## config.mk

```make
export PLATFORM = sky130hd
export DESIGN_NAME = fetch_stage
export DESIGN_NICKNAME = d
export VERILOG_FILES = /design/src/rtl/fetch_stage.sv
export SDC_FILE = /design/constraint.sdc
export NUM_CORES = 1
export LEC_CHECK = 0
export CORE_UTILIZATION = 30
export DETAILED_ROUTE_END_ITERATION = 8
export PLACE_DENSITY = 0.61
export SLEW_MARGIN = 5
export SYNTH_ARGS = -nofsm -noshare
export SYNTH_HDL_FRONTEND = slang
export SYNTH_SLANG_ARGS = --single-unit
```

## constraint.sdc

```tcl
create_clock -name clk -period 2.02 [get_ports clk]
set_clock_uncertainty 0.1 [all_clocks]
set_input_delay 0.202 -clock clk [delete_from_list [all_inputs] [get_ports clk]]
set_output_delay 0.202 -clock clk [all_outputs]
set_load 0.1 [all_outputs]
```

## src/rtl/fetch_stage.sv

```systemverilog
// fetch_stage: instruction fetch stage.
// Holds the PC, requests words from instruction memory over req/ack, and
// captures them into the IF/ID register. It has a one-entry hold buffer for a
// word that arrives while decode is stalled. DRAIN waits out a request that
// was in flight when a branch redirected fetch.
// Optional macro FETCH_PREDECODE_EN drives imm_d/imm_src_d from instr_d;
// without it both outputs are tied to zero.
module fetch_stage #(
   parameter logic [31:0] RESET_PC = 32'h0000_0000
) (
   input  logic        clk,
   input  logic        rst,
   input  logic        stall,
   input  logic        flush,
   input  logic        branch_taken,
   input  logic [31:0] branch_target,
   output logic        imem_req,
   output logic [31:0] imem_addr,
   input  logic        imem_ack,
   input  logic [31:0] imem_rdata,
   output logic [31:0] instr_d,
   output logic [31:0] pc_d,
   output logic [31:0] pc_plus8_d,
   output logic        valid_d,
   output logic [23:0] imm_d,
   output logic [1:0]  imm_src_d
);

   typedef enum logic [1:0] {StFetch, StDrain, StHold} state_e;

   state_e      state_q;
   logic [31:0] pc_q;
   logic [31:0] drain_addr_q;   // address of the request being drained
   logic [31:0] hold_instr_q;
   logic [31:0] hold_pc_q;
   logic [31:0] pc_inc;
   logic [31:0] target_aligned;

   assign pc_inc         = pc_q + 32'd4;
   assign target_aligned = branch_target & 32'hFFFF_FFFC;

   // DRAIN keeps presenting the old address while pc_q already holds the target.
   assign imem_req   = !rst && (state_q != StHold);
   assign imem_addr  = rst ? RESET_PC : ((state_q == StDrain) ? drain_addr_q : pc_q);
   assign pc_plus8_d = pc_d + 32'd8;

   // State, PC, hold buffer and IF/ID register; priority rst > branch > flush > stall.
   always_ff @(posedge clk) begin
      if (rst) begin
         state_q      <= StFetch;
         pc_q         <= RESET_PC;
         drain_addr_q <= RESET_PC;
         hold_instr_q <= '0;
         hold_pc_q    <= '0;
         instr_d      <= '0;
         pc_d         <= '0;
         valid_d      <= 1'b0;
      end else if (branch_taken) begin
         pc_q <= target_aligned;
         if (flush || !stall) begin
            valid_d <= 1'b0;
         end
         if ((state_q == StFetch) && !imem_ack) begin
            state_q      <= StDrain;
            drain_addr_q <= pc_q;
         end else if ((state_q == StDrain) && !imem_ack) begin
            state_q <= StDrain;
         end else begin
            // Any ack in this cycle is discarded; the hold buffer is dropped.
            state_q <= StFetch;
         end
      end else if (flush) begin
         // The word captured this cycle is lost; the PC still advances.
         valid_d <= 1'b0;
         unique case (state_q)
            StFetch: begin
               if (imem_ack) begin
                  pc_q <= pc_inc;
               end
            end
            StDrain: begin
               if (imem_ack) begin
                  state_q <= StFetch;
               end
            end
            StHold:  state_q <= StFetch;
            default: state_q <= StFetch;
         endcase
      end else begin
         unique case (state_q)
            StFetch: begin
               if (imem_ack) begin
                  pc_q <= pc_inc;
                  if (stall) begin
                     hold_instr_q <= imem_rdata;
                     hold_pc_q    <= pc_q;
                     state_q      <= StHold;
                  end else begin
                     instr_d <= imem_rdata;
                     pc_d    <= pc_q;
                     valid_d <= 1'b1;
                  end
               end else if (!stall) begin
                  valid_d <= 1'b0;
               end
            end
            StDrain: begin
               if (imem_ack) begin
                  state_q <= StFetch;
               end
               if (!stall) begin
                  valid_d <= 1'b0;
               end
            end
            StHold: begin
               if (!stall) begin
                  instr_d <= hold_instr_q;
                  pc_d    <= hold_pc_q;
                  valid_d <= 1'b1;
                  state_q <= StFetch;
               end
            end
            default: state_q <= StFetch;
         endcase
      end
   end

`ifdef FETCH_PREDECODE_EN
   // The selector encoding matches instr_d[27:26] directly.
   assign imm_d     = instr_d[23:0];
   assign imm_src_d = instr_d[27:26];
`else
   assign imm_d     = '0;
   assign imm_src_d = '0;
`endif

endmodule
```

==> results.cfg <==
[setup_path]
path_max_fanout = 3
required_ns = 1.72
start_kind = flop
crit_slowest_cell = or4_4
crit_type = flop to output pin
cp.arrival_ns = 2.13
worst_setup_path_end_kind = output pin
crit_chain = and4_4 -> nand4_1 -> or4_4 -> xnor2_4 -> buf_12
critPathMaxStageDelay_ns = 0.52

[routing]
wirelength_um = 29800
dr.pass1.iters = 5
wire_per_inst_um = 16.5
routed_via_density = 4.97
via_count = 8975
drt_iter0_drc = 731
drtAntennaViolNets = 0
drcViolationCount = 0

[die]
die_w_um = 178
die_h_um = 178
io_pins = 226
coreArea_mm2 = 0.0300
start_util = 0.309
die_area_mm2 = 0.0316
core.rowCount = 63

[synthesis]
synth_area_per_cell_um2 = 8.18
ys_seq_area_frac = 0.404
ys_async_sr_fraction = 0
ys_warn_count = 0
yosysUniqueCellTypes = 55
ys_seq_elements = 187
synth_area_mm2 = 0.00927
synth-edff-count = 0
synth_cells = 1134
synthFlopType = dfxtp_1

[finish]
layout-drive-gt1-share = 0.363
syn2layout_area_growth_pct = 65.1
fillers = 2686
regArea_mm2 = 0.00383
finish.instance_area_mm2 = 0.0153
layout_commonest_cell = nand2_1
fin_nets = 1480
multi_input_area_mm2 = 0.00642
layout_common_cells = 206 x nand2_1, 181 x buf_4, 157 x dfxtp_1
n_antenna_cell = 0
postLayoutCoreUtil = 0.510

[cts]
clock_sinks = 187
cts-root-buf = clkbuf_16
cts_hold_buffers = 0
clk_pin_slew_worst_paths_ns = 0.07
cts_tree = done
cts_buffer_depth = 2
htreeDepth = 4
cts_buffers = 17
clk_latency_ns = 0.42

[placement]
port_buffers = 191
place_congestion = 0.814
dpl_cell_area_mm2 = 0.0135
place_hpwl_um = 19600

[pwr]
power.density_mw_per_mm2 = 648
peakVddDrop_v = 0.000578
p_leak_uw = 0.00542
fin_total_pwr_uw = 9920

[timing]
whs_ns = 0.0945
finalSetupViolCount = 52
period_needed_ns = 2.43
max_freq_mhz = 411
rsz0062_at_grt = true
setup_ws_ns = -0.414
slew_viol_final = 0
fin_crit_sh = 1.20
hold_viol_final = 0
fin_tns_setup_ns = -10.25

[global_routing]
antenna_found_initial = 0
first_global_vias = 8212
grt_max_degree = 65
grt_pass1_wl_um = 44900
grt_overflow = 0
grt_use_total = 0.180

[hold_path]
holdCritPathClass = input pin to flop

[outcome]
violations = negative setup slack
status = finished, violations left

[job]
maxCapViolCount = 0
synth_stat cells (all sizes together) (13+ instances only):
cell type | instances | area [um2]
xor2 | 19 | 166
a311oi | 18 | 158
mux2i | 92 | 921
xnor2 | 17 | 149
dfxtp | 187 | 3740
nand4 | 13 | 81.3
and4 | 14 | 123
nor2 | 133 | 499
nand2 | 211 | 802
a211oi | 72 | 541
nand3 | 25 | 148
clkbuf | 58 | 221
a21oi | 95 | 475
buf | 74 | 505
per-layer routing:
layer	vias to the layer above	track usage	wire length, um	part of all wire
li1	4434	-	-	-
met1	4274	0.254	14000	0.47
met2	244	0.279	14200	0.47
met3	23	0.0317	1360	0.045
met4	0	0.0495	352	0.012
met5	-	0	0	0
area by class of cell:
cell class	instances	area share
clock buffers	18	0.0280
multi-input cells	835	0.419
clock inverters	14	0.00948
well taps	390	0.0319
repair buffers	351	0.258
inverters	12	0.00294
flip-flops and latches	187	0.250
critical path: cells and delay by family (launching register included):
kind,cells,cell delay [ns]
AND/OR/NAND/NOR,3,0.97
flip-flops,1,0.34
XOR/XNOR,1,0.20
buffers and inverters,1,0.19
worst paths after layout:
kind | start | endpoint | slack [ns] | cells after the start
min reg2reg | hold_instr_q[0] | hold_instr_q[0] | 0.35 | 2
max | pc_d[14] | pc_plus8_d[28] | -0.41 | 5
min | rst | drain_addr_q[31] | 0.09 | 2
max reg2reg | state_q[1] | state_q[1] | 0 | 11
stage by stage:
| step | setup WS [ns] | std cells |
|---|---|---|
| 3_3_place_gp | -0.200 | 1735 |
| 4_1_cts | -0.412 | 1781 |
| 3_5_place_dp | -0.244 | 1735 |
| 2_1_floorplan | -0.649 | 1165 |
| 6_report | -0.414 | 1807 |
| 5_1_grt | -0.515 | 1807 |
where the power goes:
group	total, uW	internal (uW)	switching, uW
logic	2690	923	1770
registers	3900	3800	106
clock network	3320	1830	1490
total	9920	6550	3370
sequential cells by signal (all words and copies together), names as in the netlist:
name,count
state_q,2
pc_d,30
instr_d,32
pc_q,30
valid_d,1
hold_pc_q,30
hold_instr_q,32
drain_addr_q,30
cells by family (layout without fill, tap and decap cells):
| family | after synthesis | after routing | share of synthesized area |
|---|---|---|---|
| simple gates | 454 | 457 | 0.220 |
| compound gates | 212 | 212 | 0.149 |
| flops | 187 | 187 | 0.404 |
| buf+inv | 146 | 395 | 0.0852 |
| mux | 92 | 92 | 0.0993 |
| xor+xnor | 36 | 36 | 0.0340 |
| fa+ha+maj | 6 | 6 | 0.00810 |
| other cells | 1 | 32 | 0.000404 |
what timing repair did:
action	in CTS	in global routing
pin swaps	19	53
gates resized for setup	76	82
cloned	5	8
setup buffers	9	22
endpoints found under the setup margin	99	173
No activity file was read; power rests on OpenSTA's default activity.
